<file path="src/rtl/cpu_types_pkg.sv">
// Shared types for the 5-stage pipeline.
// Holds hazard-unit state encoding and register index types.
package cpu_types_pkg;

    localparam int REG_W = 5;

    typedef logic [REG_W-1:0] regbits_t;

    localparam regbits_t REG_ZERO = '0;

    typedef enum logic {
        RUN,
        HALTED
    } hazard_state_t;

endpackage

</file>
<file path="src/rtl/sat_counter.sv">
// Up-counter that sticks at all-ones instead of wrapping.
// Synchronous clear, asynchronous active-high reset.
module sat_counter #(
    parameter int W = 16
) (
    input  logic         clk,
    input  logic         rst,
    input  logic         inc,
    input  logic         clear,
    output logic [W-1:0] count
);

    // count up on inc, hold once saturated
    always_ff @(posedge clk or posedge rst) begin
        if (rst) begin
            count <= '0;
        end else if (clear) begin
            count <= '0;
        end else if (inc && (count != '1)) begin
            count <= count + W'(1);
        end
    end

endmodule

</file>
<file path="src/rtl/pipeline_hazard_unit.sv">
// Stall/flush controller for the 5-stage pipeline.
// Handles load-use, memory waits, taken branch/jump and halt.
module pipeline_hazard_unit
    import cpu_types_pkg::*;
#(
    parameter int CNT_W = 16,
    parameter int REG_W = 5
) (
    input  logic             CLK,
    input  logic             RST,
    input  logic [REG_W-1:0] id_rs,
    input  logic [REG_W-1:0] id_rt,
    input  logic             id_uses_rt,
    input  logic             ex_memread,
    input  logic [REG_W-1:0] ex_rd,
    input  logic             ex_jump,
    input  logic             mem_branch_taken,
    input  logic             mem_req,
    input  logic             dhit,
    input  logic             ihit,
    input  logic             wb_halt,
    output logic             pc_en,
    output logic             ifid_en,
    output logic             idex_en,
    output logic             exmem_en,
    output logic             memwb_en,
    output logic             ifid_flush,
    output logic             idex_flush,
    output logic             exmem_flush,
    output logic             memwb_flush,
    output logic             halted,
    output logic [CNT_W-1:0] stall_count,
    output logic [CNT_W-1:0] flush_count
);

    hazard_state_t state_q;
    hazard_state_t state_d;
    logic          dmem_wait;
    logic          redirect;
    logic          load_use;
    logic          stall_inc;
    logic          flush_inc;

    assign dmem_wait = mem_req && !dhit;
    assign redirect  = mem_branch_taken || ex_jump;
    assign load_use  = ex_memread
                    && (ex_rd != REG_W'(REG_ZERO))
                    && ((ex_rd == id_rs)
                     || (id_uses_rt && (ex_rd == id_rt)));

    // state register: only reset leaves HALTED
    always_ff @(posedge CLK or posedge RST) begin
        if (RST) begin
            state_q <= RUN;
        end else begin
            state_q <= state_d;
        end
    end

    // next state and latch controls, first matching hazard wins
    always_comb begin
        state_d     = state_q;
        pc_en       = 1'b0;
        ifid_en     = 1'b0;
        idex_en     = 1'b0;
        exmem_en    = 1'b0;
        memwb_en    = 1'b0;
        ifid_flush  = 1'b0;
        idex_flush  = 1'b0;
        exmem_flush = 1'b0;
        memwb_flush = 1'b0;
        halted      = 1'b0;
        stall_inc   = 1'b0;
        flush_inc   = 1'b0;
        if (!RST) begin
            case (state_q)
                HALTED: begin
                    halted = 1'b1;
                end
                default: begin
                    if (wb_halt) begin
                        // entry cycle already looks halted
                        state_d = HALTED;
                        halted  = 1'b1;
                    end else if (dmem_wait) begin
                        // freeze front, drain a bubble into WB;
                        // any pending redirect stays in its latch
                        memwb_en    = 1'b1;
                        memwb_flush = 1'b1;
                    end else if (redirect) begin
                        pc_en       = 1'b1;
                        ifid_en     = 1'b1;
                        idex_en     = 1'b1;
                        exmem_en    = 1'b1;
                        memwb_en    = 1'b1;
                        ifid_flush  = 1'b1;
                        idex_flush  = 1'b1;
                        exmem_flush = mem_branch_taken;
                        flush_inc   = 1'b1;
                    end else if (load_use) begin
                        idex_en    = 1'b1;
                        idex_flush = 1'b1;
                        exmem_en   = 1'b1;
                        memwb_en   = 1'b1;
                    end else if (!ihit) begin
                        ifid_en    = 1'b1;
                        ifid_flush = 1'b1;
                        idex_en    = 1'b1;
                        exmem_en   = 1'b1;
                        memwb_en   = 1'b1;
                    end else begin
                        pc_en    = 1'b1;
                        ifid_en  = 1'b1;
                        idex_en  = 1'b1;
                        exmem_en = 1'b1;
                        memwb_en = 1'b1;
                    end
                    stall_inc = !halted && !pc_en;
                end
            endcase
        end
    end

    sat_counter #(
        .W(CNT_W)
    ) u_stall_cnt (
        .clk   (CLK),
        .rst   (RST),
        .inc   (stall_inc),
        .clear (1'b0),
        .count (stall_count)
    );

    sat_counter #(
        .W(CNT_W)
    ) u_flush_cnt (
        .clk   (CLK),
        .rst   (RST),
        .inc   (flush_inc),
        .clear (1'b0),
        .count (flush_count)
    );

endmodule
</file>
<file path="config.mk">
export PLATFORM = sky130hd
export DESIGN_NAME = pipeline_hazard_unit
export DESIGN_NICKNAME = d
export VERILOG_FILES = /design/src/rtl/cpu_types_pkg.sv /design/src/rtl/sat_counter.sv /design/src/rtl/pipeline_hazard_unit.sv
export SDC_FILE = /design/constraint.sdc
export NUM_CORES = 1
export LEC_CHECK = 0
export ABC_AREA = 0
export CORE_AREA = 2 2 74 76
export DETAILED_ROUTE_END_ITERATION = 10
export DIE_AREA = 0 0 76 78
export GPL_ROUTABILITY_DRIVEN = 0
export PLACE_DENSITY_LB_ADDON = 0.1
export SLEW_MARGIN = 15
export SYNTH_ARGS = -nofsm -noshare
export SYNTH_HDL_FRONTEND = slang
export SYNTH_SLANG_ARGS = --single-unit
</file>
<file path="constraint.sdc">
create_clock -name CLK -period 1.8 [get_ports CLK]
set_input_delay 0.18 -clock CLK [delete_from_list [all_inputs] [get_ports CLK]]
set_output_delay 0.18 -clock CLK [all_outputs]
set_load 0.02 [all_outputs]
</file>
==> Implementation_results.wiki, run 1 <==
{| class="wikitable"
! Metric !! Value
|-
| Number of setup violations in the final report || 0
|-
| Total number of clock tree sinks || 33
|-
| Final number of hold-violating endpoints || 0
|-
| Average cell area after synthesis || 10.2 µm²
|-
| Reg2Reg Capture Point || u_flush_cnt.count[7]$_DFFE_PP0P_
|-
| Reg-to-reg critical path startpoint || u_flush_cnt.count[7]$_DFFE_PP0P_
|-
| Unrepaired setup endpoints after global routing || yes
|-
| Ratio of final minimum period to clock period || between 90% and 100%
|-
| Detail Route Antenna Nets || 0
|-
| Width of the chip || about 76 µm
|-
| Worst reg2reg setup slack || between 10 and 15 ps
|-
| Clk_skew || 6.87 ps
|-
| Initial core utilization || 34.7%
|-
| Startpoint type of the worst setup path || flip-flop
|-
| Final worst slack || 12.9 ps
|-
| Data arrival time of the worst path || 1960 ps
|-
| H-tree lvl count || 2
|-
| Longest Clk Path Bufs || 2
|-
| DR WL/cell || 13.3 µm
|-
| Total instance count after detailed placement || 354
|-
| Die span in y || slightly below 80 µm
|-
| Max-slew headroom || 71.0%
|-
| Nets@finish || 323
|-
| Run status || finished, final reports clean
|-
| Total count of max-transition violations in the final report || 0
|-
| Final core utilization || 62.6%
|-
| Highest clock frequency the design can meet || ~560 MHz
|-
| Starting DRC count in detailed routing || 34
|-
| Area of the mapped netlist || 1750 µm²
|-
| Leak Pwr || 1.51 nW
|-
| HPWL reported at the end of detailed placement || between 3000 and 4000 µm
|-
| Count of hold buffers inserted by post-cts repair || 0
|-
| Number of inserted diodes || 0
|-
| Die outline area || 5930 µm²
|-
| Buffer type at the clock tree root || sky130_fd_sc_hd__clkbuf_8
|-
| Depth of the worst register-to-register path || 7
|-
| First-pass GRT wire length || 8090 µm
|-
| I/O pin count || 67
|-
| # port buffers || 66
|-
| Maximum resistive drop on vdd || 349 µV
|-
| Worst Hold Slack || 85.6 ps
|-
| Detailed-route wire length || 4880 µm
|-
| Via density || 4.71
|-
| TritonRoute pass-1 iters || 4
|-
| Antenna violations before repair || 0
|-
| Type of the worst setup path || flip-flop to flip-flop
|-
| EDFF count, synth || 0
|-
| Filler instances || around 460
|-
| Critical-path maximum fanout || 6
|-
| Total CTS buffers || 5
|-
| HP Class || primary input to asynchronous set/reset pin
|-
| Placement row count || 26
|-
| Async set-reset flop share out of synthesis || 100%
|-
| Fraction of layout cells with a size suffix above 1 || 40.1%
|-
| DRC errors left || 0
|-
| Synth-to-Final Area Change || 80.2%
|-
| Sequential fraction of the synthesis area || between 40% and 50%
|-
| Multi-input logic area || 1040 µm²
|-
| Clk_lat worst skew || 290 ps
|-
| Placeable core area || slightly above 5000 µm²
|-
| Number of global-route vias before repair || between 1,500 and 2,000
|-
| TritonCTS clock tree || yes
|-
| Minimum setup slack after placement || -747 ps
|-
| Total of warnings raised by yosys || 0
|-
| All-Layer GR Usage || 17.0%
|-
| Number of standard cells in the final layout excluding fillers || 367
|-
| Final critical delay including setup and external delays || 1790 ps
|-
| Number of library cell types mapped by synthesis || 35
|-
| Critical path data required time || 1970 ps
|-
| Routed via count || between 1,500 and 2,000
|-
| Max capacitance violation total || 0
|-
| Largest net degree at the start of global routing || 35
|-
| Reg clk slew, reported paths || 70 ps
|-
| Synthesized instance count || 172
|-
| Most instantiated flip-flop cell in the synthesis netlist || sky130_fd_sc_hd__dfrtp_1
|-
| Remaining global-route overflow || 0
|-
| Transition time of the tightest slew-check pin || roughly 440 ps
|-
| Syn nets || 199
|-
| Power per Cell Area || between 500 and 600 nW/µm²
|-
| Area taken by flip-flops and latches || 828 µm²
|-
| Number of synthesized register bits || 33
|-
| Capturing element type of the critical path || flip-flop
|}
-- Yosys cell counts, drive strengths merged, types with 4 or more instances --
library cell  instances  area, µm²
nor2                 11       46.3
and3                  6       38.8
nand3                10       50.1
nand4                12       81.3
nand2                19       71.3
nor3                  7       35.0
xnor2                23        201
nor4                  4       43.8
inv                   5       18.8
xor2                 17        149
dfrtp                33        826
-- through the flow --
stage          TNS, ps  area (µm²)  total power [mW]
2_1_floorplan    -1240        1790             0.870
3_3_place_gp    -15020        2900              1.02
3_5_place_dp    -15590        2900              1.02
4_1_cts          -34.1        3050              1.85
5_1_grt           -801        3150              1.92
6_report             0        3150              1.84
-- routing by layer --
| layer | share of wire [%] | routed length (µm) | global-route usage (%) |
|---|---|---|---|
| met3 | 4.9 | 240 | 4.30 |
| met1 | 48 | 2320 | 23.6 |
| met5 | 0 | 0 | 0 |
| met2 | 46 | 2260 | 26.2 |
| met4 | 1.2 | 60 | 5.45 |
-- flip-flops by register name, summed over array words and instances (netlist names) --
register	cells
state_q	1
u_flush_cnt.count	16
u_stall_cnt.count	16
-- final cells by class --
type                            count  area share (%)
Tap cell                           70            2.78
Inverter                            6           0.992
Multi-Input combinational cell    130            32.9
Clock inverter                      3            2.06
Clock buffer                        5            2.18
Timing Repair Buffer              120            32.8
Sequential cell                    33            26.3
-- worst max-delay path, stage by stage, from the launching register on --
cell,delay (ps)
sky130_fd_sc_hd__dfrtp_1,380
sky130_fd_sc_hd__and4_1,220
sky130_fd_sc_hd__nand4_1,140
sky130_fd_sc_hd__nor4_2,90
sky130_fd_sc_hd__or3_4,350
sky130_fd_sc_hd__nor2_4,190
sky130_fd_sc_hd__nand4_1,130
sky130_fd_sc_hd__xnor2_1,160
-- how the worst max path moves through the flow --
stage	start	cells after the start	slack (ps)	end
floorplan	RST	9	-100	u_stall_cnt.count[5]$_DFFE_PP0P_
global placement	ex_rd[3]	8	-730	ifid_en
detailed placement	ex_rd[3]	8	-750	ifid_en
CTS	u_stall_cnt.count[4]$_DFFE_PP0P_	8	-30	u_stall_cnt.count[5]$_DFFE_PP0P_
global route	state_q$_DFFE_PP0N_	8	-100	u_flush_cnt.count[7]$_DFFE_PP0P_
finish	u_flush_cnt.count[7]$_DFFE_PP0P_	7	10	u_flush_cnt.count[7]$_DFFE_PP0P_
-- power breakdown --
part | switching (mW) | total [mW] | internal, mW
combinational | 0.112 | 0.245 | 0.132
sequential | 0.00885 | 0.766 | 0.757
clock | 0.281 | 0.831 | 0.550
total | 0.402 | 1.84 | 1.44
-- cell usage in the layout (no fill, tap or decap), types with 3 or more instances in the layout --
cell,count
sky130_fd_sc_hd__and3_1,5
sky130_fd_sc_hd__nand3_1,8
sky130_fd_sc_hd__nor2_2,4
sky130_fd_sc_hd__nand4_1,11
sky130_fd_sc_hd__dlygate4sd2_1,6
sky130_fd_sc_hd__xor2_1,16
sky130_fd_sc_hd__dfrtp_1,31
sky130_fd_sc_hd__buf_4,54
sky130_fd_sc_hd__xnor2_1,21
sky130_fd_sc_hd__clkbuf_8,5
sky130_fd_sc_hd__nor2_1,5
sky130_fd_sc_hd__nor4_2,3
sky130_fd_sc_hd__nand2_1,16
sky130_fd_sc_hd__nor3_2,5
sky130_fd_sc_hd__buf_2,4
sky130_fd_sc_hd__nand2_2,3
sky130_fd_sc_hd__clkdlybuf4s50_1,40
sky130_fd_sc_hd__dlymetal6s2s_1,5
sky130_fd_sc_hd__clkbuf_2,5
-- timing repair --
action                     CTS  global route
resized for setup           60            37
pin swaps                   11            25
setup buffers                0             6
setup endpoints to repair   28            33
-- cell families after synthesis --
kind of cell	synth area share, %
and+or+nand+nor	25.6
AOI/OAI and AO/OA	3.15
buffers and inverters	2.64
xor gates and xnor gates	20.0
adders and majority gates	1.43
DFF	47.2
(Power assumes the default switching activity.)
==> run 2, diff against run 1 <==
CORE_AREA = 2 2 82 84   (was 2 2 74 76)
DIE_AREA = 0 0 84 86   (was 0 0 76 78)
GPL_ROUTABILITY_DRIVEN = unset   (was 0)
SYNTH_HIERARCHICAL = 1   (was unset)
==> run 2 against run 1 <==
Clock skew increased by 4.6 ps. Synthesized cell count is 40% higher. Critical path depth increased by 6. The run now ends with negative setup slack left.
==> Implementation_results.wiki, run 2 <==
{| class="wikitable"
! Metric !! Value
|-
| Run status || finished with violations (was finished, final reports clean)
|-
| Violated checks || negative setup slack
|-
| Initial core utilization || 34.2% (was 34.7%)
|-
| Simple-gate area share of the yosys netlist || 32.4% (was 25.6%)
|-
| Most common library cells after synthesis || sky130_fd_sc_hd__dfrtp_1 (33), sky130_fd_sc_hd__a21oi_1 (25), sky130_fd_sc_hd__nand3_1 (14) (was sky130_fd_sc_hd__dfrtp_1 (33), sky130_fd_sc_hd__xnor2_1 (23), sky130_fd_sc_hd__nand2_1 (19), sky130_fd_sc_hd__xor2_1 (17), sky130_fd_sc_hd__nand4_1 (11))
|-
| Buf/Inv on CP || 4 (was 0)
|-
| Data arrival time of the worst path || 2520 ps (was 1960 ps)
|-
| Depth of the worst register-to-register path || 8 (was 7)
|-
| Critical-path maximum fanout || 3 (was 6)
|-
| All-Layer GR Usage || 18.1% (was 17.0%)
|-
| Async set-reset flop share out of synthesis || 100% (unchanged)
|-
| Multi-input logic area || 1540 µm² (was 1040 µm²)
|-
| Startpoint type of the worst setup path || primary input (was flip-flop)
|-
| I/O pin count || 67 (unchanged)
|-
| Die outline area || 7220 µm² (was 5930 µm²)
|-
| Total number of clock tree sinks || 33 (unchanged)
|-
| Number of standard cells in the final layout excluding fillers || 461 (was 367)
|-
| TritonCTS clock tree || yes (unchanged)
|-
| Maximum resistive drop on vdd || 378 µV (was 349 µV)
|-
| Detailed-route wire length || 6690 µm (was 4880 µm)
|-
| Total count of max-transition violations in the final report || 0 (unchanged)
|-
| Biggest registers after layout || u_flush_cnt/count x16, u_stall_cnt/count x16, state_q x1 (was u_flush_cnt.count x16, u_stall_cnt.count x16, state_q x1)
|-
| Average cell area after synthesis || 8.90 µm² (was 10.2 µm²)
|-
| Cell-by-cell listing of the critical path || buf_2 > buf_4 > xor2_1 > nor3_1 > a32oi_2 > o21ai_2 > a31o_1 > buf_6 > buf_6 > nand3_2 > or4_4 > or3_4 > a21oi_2 (was and4_1 > nand4_1 > nor4_2 > or3_4 > nor2_4 > nand4_1 > xnor2_1)
|-
| Number of synthesized register bits || 33 (unchanged)
|-
| Placement row count || 29 (was 26)
|-
| Reg2Reg Capture Point || u_stall_cnt/count[12]$_DFFE_PP0P_ (was u_flush_cnt.count[7]$_DFFE_PP0P_)
|-
| Number of library cell types mapped by synthesis || 42 (was 35)
|-
| Cell taking the most area after synthesis || sky130_fd_sc_hd__dfrtp_1 (unchanged)
|-
| Number of inserted diodes || 0 (unchanged)
|-
| Sequential fraction of the synthesis area || 38.5% (was 47.2%)
|-
| H-tree lvl count || 2 (unchanged)
|-
| Final worst slack || -499 ps (was 12.9 ps)
|-
| Final critical delay including setup and external delays || 2300 ps (was 1790 ps)
|-
| Xor and xnor area share after synthesis || 4.08% (was 20.0%)
|-
| Mux cell area share after synthesis || 3.03% (was 0%)
|-
| HPWL reported at the end of detailed placement || 4900 µm (was 3400 µm)
|-
| Total of warnings raised by yosys || 6 (was 0)
|-
| EDFF count, synth || 0 (unchanged)
|-
| Number of global-route vias before repair || 2,234 (was 1,719)
|-
| Crit path max-delay cell type || sky130_fd_sc_hd__or4_4 (was sky130_fd_sc_hd__dfrtp_1)
|-
| Critical path data required time || 2020 ps (was 1970 ps)
|-
| Area taken by flip-flops and latches || 833 µm² (was 828 µm²)
|-
| DR WL/cell || 14.5 µm (was 13.3 µm)
|-
| Commonest cells after routing, fill and taps aside || sky130_fd_sc_hd__buf_4 (71), sky130_fd_sc_hd__clkdlybuf4s50_1 (39), sky130_fd_sc_hd__dfrtp_1 (27) (was sky130_fd_sc_hd__buf_4 (54), sky130_fd_sc_hd__clkdlybuf4s50_1 (40), sky130_fd_sc_hd__dfrtp_1 (31))
|-
| Clk_skew || 11.4 ps (was 6.87 ps)
|-
| Total CTS buffers || 5 (unchanged)
|-
| Most instantiated flip-flop cell in the synthesis netlist || sky130_fd_sc_hd__dfrtp_1 (unchanged)
|-
| Compound-Gate Fraction of Synth Area || 16.9% (was 3.15%)
|-
| Total instance count after detailed placement || 445 (was 354)
|-
| Most numerous cell in the Yosys netlist || sky130_fd_sc_hd__dfrtp_1 (unchanged)
|-
| Synth-to-Final Area Change || 80.0% (was 80.2%)
|-
| Reg-to-reg critical path startpoint || state_q$_DFFE_PP0N_ (was u_flush_cnt.count[7]$_DFFE_PP0P_)
|-
| Transition time of the tightest slew-check pin || 650 ps (was 435 ps)
|-
| Count of hold buffers inserted by post-cts repair || 0 (unchanged)
|-
| Via density || 5.23 (was 4.71)
|-
| Starting DRC count in detailed routing || 82 (was 34)
|-
| DRC errors left || 0 (unchanged)
|-
| Nets@finish || 410 (was 323)
|-
| Filler instances || 562 (was 464)
|-
| Area of the mapped netlist || 2140 µm² (was 1750 µm²)
|-
| Placeable core area || 6280 µm² (was 5040 µm²)
|-
| HP Class || primary input to asynchronous set/reset pin (unchanged)
|-
| First-pass GRT wire length || 10,600 µm (was 8090 µm)
|-
| Buffer type at the clock tree root || sky130_fd_sc_hd__clkbuf_8 (unchanged)
|-
| Final core utilization || 61.5% (was 62.6%)
|-
| Number of setup violations in the final report || 32 (was 0)
|-
| Unrepaired setup endpoints after global routing || yes (unchanged)
|-
| Capturing element type of the critical path || flip-flop (unchanged)
|-
| Worst reg2reg setup slack || -470 ps (was 10 ps)
|-
| Adder and majority gate portion of the synthesized area || 1.17% (was 1.43%)
|-
| Synthesized instance count || 241 (was 172)
|-
| Crit-path most repeated cell || sky130_fd_sc_hd__buf_6 (was sky130_fd_sc_hd__nand4_1)
|-
| Longest Clk Path Bufs || 2 (unchanged)
|-
| Reg clk slew, reported paths || 80 ps (was 70 ps)
|-
| Leak Pwr || 1.57 nW (was 1.51 nW)
|-
| Yosys top cell area share || 38.5% (was 47.2%)
|-
| Crit-path leading delay family || simple AND/OR/NAND/NOR gates (unchanged)
|-
| Max-slew headroom || 56.3% (was 71.0%)
|-
| Detail Route Antenna Nets || 0 (unchanged)
|-
| Remaining global-route overflow || 0 (unchanged)
|-
| Final number of hold-violating endpoints || 0 (unchanged)
|-
| Highest clock frequency the design can meet || 435 MHz (was 560 MHz)
|-
| TritonRoute pass-1 iters || 4 (unchanged)
|-
| Antenna violations before repair || 0 (unchanged)
|-
| Routed via count || 2,411 (was 1,727)
|-
| Final weighted congestion of routability-driven global placement || 0.810
|-
| Commonest non-fill, non-tap cell in the layout || sky130_fd_sc_hd__buf_4 (unchanged)
|-
| Delay contributed by the slowest stage of the critical path || 500 ps (was 380 ps)
|-
| Largest net degree at the start of global routing || 20 (was 35)
|-
| Type of the worst setup path || primary input to flip-flop (was flip-flop to flip-flop)
|-
| Ratio of final minimum period to clock period || 128% (was 99.3%)
|-
| Max capacitance violation total || 0 (unchanged)
|-
| Die span in y || 86 µm (was 78 µm)
|-
| # port buffers || 66 (unchanged)
|-
| Fraction of layout cells with a size suffix above 1 || 42.7% (was 40.1%)
|-
| Width of the chip || 84 µm (was 76 µm)
|-
| Power per Cell Area || 427 nW/µm² (was 584 nW/µm²)
|-
| Ranking of synthesized cells by area || sky130_fd_sc_hd__dfrtp_1 (39%), sky130_fd_sc_hd__a21oi_1 (5.8%), sky130_fd_sc_hd__or4_1 (4.2%) (was sky130_fd_sc_hd__dfrtp_1 (47%), sky130_fd_sc_hd__xnor2_1 (12%), sky130_fd_sc_hd__xor2_1 (8.5%))
|-
| Clk_lat worst skew || 290 ps (about the same)
|-
| Combinational family with the most area after synthesis || simple AND/OR/NAND/NOR gates (unchanged)
|}
run 2: cell types whose count changed after synthesis, sizes merged, moves of 8 or more:
| cell | before | now |
|---|---|---|
| or3 | 1 | 14 |
| a21oi | 2 | 25 |
| o21ai | 3 | 12 |
| xor2 | 17 | 9 |
| xnor2 | 23 | 1 |
| o31ai | 0 | 10 |
| or4 | 1 | 17 |
run 2: final cells by class:
class	instances	share of cell area (%)
clock inverters	1	0.778
repair buffers	143	32.1
multi-input cells	192	40.0
well taps	77	2.50
clock buffers	7	2.24
flip-flops and latches	33	21.6
inverters	8	0.778
run 2: cells by family after synthesis:
| group | Yosys count |
|---|---|
| compound gates | 58 |
| xor+xnor | 10 |
| fa+ha+maj | 2 |
| buf+inv | 17 |
| flops | 33 |
| mux | 6 |
| other cells | 1 |
| simple gates | 114 |
run 2: how the worst max path moves through the flow:
stage / startpoint / to / slack (ps) / depth (start not counted)
3_5_place_dp: ex_rd[3] / u_stall_cnt/count[13]$_DFFE_PP0P_ / -1110 / 10
6_report: ex_rd[4] / u_stall_cnt/count[12]$_DFFE_PP0P_ / -500 / 13
5_1_grt: id_rt[3] / u_stall_cnt/count[12]$_DFFE_PP0P_ / -620 / 12
3_3_place_gp: ex_rd[3] / u_stall_cnt/count[13]$_DFFE_PP0P_ / -1050 / 10
4_1_cts: id_rt[2] / u_stall_cnt/count[13]$_DFFE_PP0P_ / -620 / 10
2_1_floorplan: ex_rd[3] / u_stall_cnt/count[13]$_DFFE_PP0P_ / -550 / 10
run 2: tightest hold or removal path, stage by stage:
cell                            delay, ps
sky130_fd_sc_hd__dlygate4sd2_1        310
sky130_fd_sc_hd__buf_4                170
sky130_fd_sc_hd__inv_1                 70
run 2: through the flow:
stage | setup TNS, ps | power [mW] | worst slack, ps | hold WS [ps] | instance area, µm²
3_5_place_dp | -25950 | 0.910 | -1110 | 564 | 3470
2_1_floorplan | -4940 | 0.814 | -549 | -82.7 | 2260
4_1_cts | -6200 | 1.66 | -615 | 101 | 3690
5_1_grt | -9780 | 1.71 | -622 | 118 | 3860
3_3_place_gp | -24900 | 0.908 | -1050 | 565 | 3470
6_report | -6490 | 1.65 | -499 | 100 | 3860
run 2: power breakdown:
group / switching [mW] / internal [mW] / leakage (nW)
clock network: 0.286 / 0.452 / 0.0585
registers: 0.000000103 / 0.741 / 0.447
logic: 0.0841 / 0.0847 / 1.07
run 2: what timing repair did:
item                                    in CTS  in global routing
resized for setup                           88                 45
setup buffers                                3                  8
endpoints found under the setup margin      41                 35
gates cloned                                 0                  0
pin swaps                                   22                 21
run 2: layer usage:
| metal | GRT usage, % | vias up | part of all wire [%] |
|---|---|---|---|
| li1 | - | 1203 | - |
| met1 | 24.6 | 1147 | 47 |
| met2 | 29.2 | 56 | 47 |
| met3 | 4.33 | 5 | 4.6 |
| met4 | 4.40 | 0 | 0.90 |
| met5 | 0 | - | 0 |
==> run 3, diff against run 2 <==
PLACE_DENSITY_LB_ADDON = unset   (was 0.1)
==> run 3 against run 2 <==
The run still ends with negative setup slack left. Sequential share of layout area up 0.63 points. Critical path depth down 2. Wire length up 4.6%. First-iteration DRC count up 29%. Clock-buffer cell count down 2. Utilization down 1.8 points. Non-clock buffer count down 7. Cell area down 2.9%. Global-route usage up 2.0 points. Clock skew up 1.3 ps. Via count up 1.8%. Combinational power about the same. Critical endpoint unchanged. Largest cell class unchanged. Largest power group unchanged. Highest routed layer unchanged.
==> Implementation_results.wiki, run 3 (synthesized netlist as in run 2, its figures left out) <==
{| class="wikitable"
! Metric !! Value
|-
| Run status || finished with violations (unchanged)
|-
| Violated checks || negative setup slack (unchanged)
|-
| Cell-by-cell listing of the critical path || dlygate4sd2_1 > xor2_1 > nor3_1 > a32oi_1 > o21ai_2 > a31o_1 > buf_4 > nand3_2 > or4_4 > or3_1 > a21oi_1 (was buf_2 > buf_4 > xor2_1 > nor3_1 > a32oi_2 > o21ai_2 > a31o_1 > buf_6 > buf_6 > nand3_2 > or4_4 > or3_4 > a21oi_2)
|-
| Placeable core area || 6280 µm² (unchanged)
|-
| H-tree lvl count || 2 (unchanged)
|-
| Starting DRC count in detailed routing || 106 (was 82)
|-
| Total count of max-transition violations in the final report || 0 (unchanged)
|-
| Ratio of final minimum period to clock period || 122% (was 128%)
|-
| Critical path data required time || 2020 ps (about the same)
|-
| DRC errors left || 0 (unchanged)
|-
| Type of the worst setup path || primary input to flip-flop (unchanged)
|-
| Width of the chip || 84 µm (unchanged)
|-
| Clk_lat worst skew || 300 ps (was 290 ps)
|-
| Most congested layer reported by global routing || met2 (unchanged)
|-
| Routed via count || 2,455 (was 2,411)
|-
| Power spent charging and discharging nets || 0.398 mW (was 0.370 mW)
|-
| Levels on crit path || 11 (was 13)
|-
| Reg clk slew, reported paths || 80 ps (about the same)
|-
| Delay contributed by the slowest stage of the critical path || 540 ps (was 500 ps)
|-
| Crit path max-delay cell type || sky130_fd_sc_hd__or4_4 (unchanged)
|-
| Transition time of the tightest slew-check pin || 548 ps (was 650 ps)
|-
| All-Layer GR Usage || 20.0% (was 18.1%)
|-
| Relative contribution of combinational cells to total power || 11.4% (was 10.2%)
|-
| Leak Pwr || 1.52 nW (was 1.57 nW)
|-
| Met2 Track Usage GR || 36.7% (was 29.2%)
|-
| Buf/Inv on CP || 2 (was 4)
|-
| I/O pin count || 67 (unchanged)
|-
| Final critical delay including setup and external delays || 2200 ps (was 2300 ps)
|-
| Placement row count || 29 (unchanged)
|-
| Met3 global-route usage || 3.56% (was 4.33%)
|-
| Highest clock frequency the design can meet || 454 MHz (was 435 MHz)
|-
| Remaining global-route overflow || 0 (unchanged)
|-
| Initial core utilization || 34.2% (unchanged)
|-
| DR WL/cell || 15.4 µm (was 14.5 µm)
|-
| Fraction of layout cells with a size suffix above 1 || 41.6% (was 42.7%)
|-
| Synth-to-Final Area Change || 74.9% (was 80.0%)
|-
| Total CTS buffers || 5 (unchanged)
|-
| Detailed-route wire length || 6990 µm (was 6690 µm)
|-
| Die span in y || 86 µm (unchanged)
|-
| Maximum resistive drop on vdd || 330 µV (was 378 µV)
|-
| # port buffers || 66 (unchanged)
|-
| Total power of the final layout || 1.49 mW (was 1.65 mW)
|-
| HP Class || primary input to asynchronous set/reset pin (unchanged)
|-
| GR met1 Demand/Resource || 24.9% (was 24.6%)
|-
| Unrepaired setup endpoints after global routing || yes (unchanged)
|-
| Critical-path maximum fanout || 2 (was 3)
|-
| Power per Cell Area || 397 nW/µm² (was 427 nW/µm²)
|-
| Biggest registers after layout || u_flush_cnt/count x16, u_stall_cnt/count x16, state_q x1 (unchanged)
|-
| Capturing element type of the critical path || flip-flop (unchanged)
|-
| First-pass GRT wire length || 11,900 µm (was 10,600 µm)
|-
| Max capacitance violation total || 0 (unchanged)
|-
| Commonest non-fill, non-tap cell in the layout || sky130_fd_sc_hd__buf_4 (unchanged)
|-
| TritonCTS clock tree || yes (unchanged)
|-
| HPWL reported at the end of detailed placement || 5040 µm (was 4900 µm)
|-
| Data arrival time of the worst path || 2430 ps (was 2520 ps)
|-
| Crit-path leading delay family || simple AND/OR/NAND/NOR gates (unchanged)
|-
| Number of global-route vias before repair || 2,449 (was 2,234)
|-
| Final weighted congestion of routability-driven global placement || 0.804 (was 0.810)
|-
| Filler instances || 570 (was 562)
|-
| Startpoint type of the worst setup path || primary input (unchanged)
|-
| Buffer type at the clock tree root || sky130_fd_sc_hd__clkbuf_8 (unchanged)
|-
| Die outline area || 7220 µm² (unchanged)
|-
| Depth of the worst register-to-register path || 7 (was 8)
|-
| Via density || 5.41 (was 5.23)
|-
| Worst Hold Slack || 114 ps (was 100 ps)
|-
| Number of inserted diodes || 0 (unchanged)
|-
| Clk_skew || 12.7 ps (was 11.4 ps)
|-
| Cell internal pwr || 1.09 mW (was 1.28 mW)
|-
| Largest net degree at the start of global routing || 20 (unchanged)
|-
| Total number of clock tree sinks || 33 (unchanged)
|-
| Switching portion of total power || 26.7% (was 22.4%)
|-
| Final worst slack || -405 ps (was -499 ps)
|-
| Final number of hold-violating endpoints || 0 (unchanged)
|-
| Nets@finish || 403 (was 410)
|-
| Clk network pwr share || 38.9% (was 44.8%)
|-
| Portion of total power attributed to sequential cells || 49.7% (was 45.0%)
|-
| TritonRoute pass-1 iters || 4 (unchanged)
|-
| Detail Route Antenna Nets || 0 (unchanged)
|-
| Longest Clk Path Bufs || 2 (unchanged)
|-
| Number of setup violations in the final report || 31 (was 32)
|-
| Commonest cells after routing, fill and taps aside || sky130_fd_sc_hd__buf_4 (68), sky130_fd_sc_hd__clkdlybuf4s50_1 (39), sky130_fd_sc_hd__dfrtp_1 (27) (was sky130_fd_sc_hd__buf_4 (71), sky130_fd_sc_hd__clkdlybuf4s50_1 (39), sky130_fd_sc_hd__dfrtp_1 (27))
|-
| Antenna violations before repair || 0 (unchanged)
|-
| Max-slew headroom || 63.2% (was 56.3%)
|}
[run 3: cell count changes in the layout (fill, tap and decap cells not counted), moves of 2 or more]
cell	change
sky130_fd_sc_hd__clkinv_2	+2
sky130_fd_sc_hd__buf_6	-4
sky130_fd_sc_hd__or4_4	-2
sky130_fd_sc_hd__o31ai_2	+2
sky130_fd_sc_hd__a21oi_2	+6
sky130_fd_sc_hd__o31ai_1	-2
sky130_fd_sc_hd__a21oi_1	-5
sky130_fd_sc_hd__nor3_2	-2
sky130_fd_sc_hd__nor3_1	+2
sky130_fd_sc_hd__clkdlybuf4s15_1	+2
sky130_fd_sc_hd__clkbuf_2	-2
sky130_fd_sc_hd__buf_4	-3
[run 3: path summary, 6_finish.rpt]
path	start	end	slack, ps
max	id_rs[2]	u_stall_cnt/count[12]$_DFFE_PP0P_	-400
min	RST	state_q$_DFFE_PP0N_	110
max reg2reg	state_q$_DFFE_PP0N_	u_stall_cnt/count[12]$_DFFE_PP0P_	-370
min reg2reg	u_stall_cnt/count[14]$_DFFE_PP0P_	u_stall_cnt/count[14]$_DFFE_PP0P_	560
max in group asynchronous	RST	u_stall_cnt/count[1]$_DFFE_PP0P_	1320
min in group CLK	wb_halt	state_q$_DFFE_PP0N_	500
[run 3: area by class of cell]
| class | instances | area, µm² | share of cell area, % |
|---|---|---|---|
| tap | 77 | 96.3 | 2.57 |
| clock inverter | 3 | 17.5 | 0.467 |
| inverter | 8 | 30.0 | 0.801 |
| clock buffer | 5 | 68.8 | 1.84 |
| multi-input combinational | 192 | 1530 | 40.7 |
| sequential | 33 | 833 | 22.2 |
| timing repair buffer | 136 | 1180 | 31.4 |
[run 3: worst min-delay path, cell delays in order]
cell	delay, ps
sky130_fd_sc_hd__dlygate4sd2_1	310
sky130_fd_sc_hd__buf_4	170
sky130_fd_sc_hd__inv_1	70
[run 3: power groups by stage]
stage,sequential [mW],clock [mW],combinational (mW)
after CTS,0.741,0.599,0.151
after detailed placement,0.755,0,0.154
after floorplan,0.755,0,0.0583
after global placement,0.755,0,0.153
after global routing,0.741,0.631,0.188
final,0.741,0.580,0.169
[run 3: what timing repair did]
| item | in CTS | in global routing |
|---|---|---|
| resized for setup | 83 | 38 |
| setup buffers | 4 | 4 |
| hold buffers | 0 | 0 |
| setup endpoints to repair | 40 | 37 |
| pin swaps | 20 | 4 |
[run 3: layer usage]
layer | vias to the layer above | routed length, µm
li1 | 1188 | -
met1 | 1218 | 3040
met2 | 45 | 3680
met3 | 4 | 229
met4 | 0 | 46
met5 | - | 0
[run 3: stage by stage]
| step | TNS, ps | cell area, µm² | utilization, % | setup WS [ps] | instances |
|---|---|---|---|---|---|
| floorplan | -4940 | 2260 | - | -549 | 242 |
| global placement | -23030 | 3430 | 54.6 | -976 | 440 |
| detailed placement | -25040 | 3430 | 54.6 | -1050 | 440 |
| CTS | -4900 | 3590 | 57.2 | -442 | 452 |
| global route | -8470 | 3750 | 59.7 | -570 | 454 |
| finish | -4470 | 3750 | 59.7 | -405 | 454 |
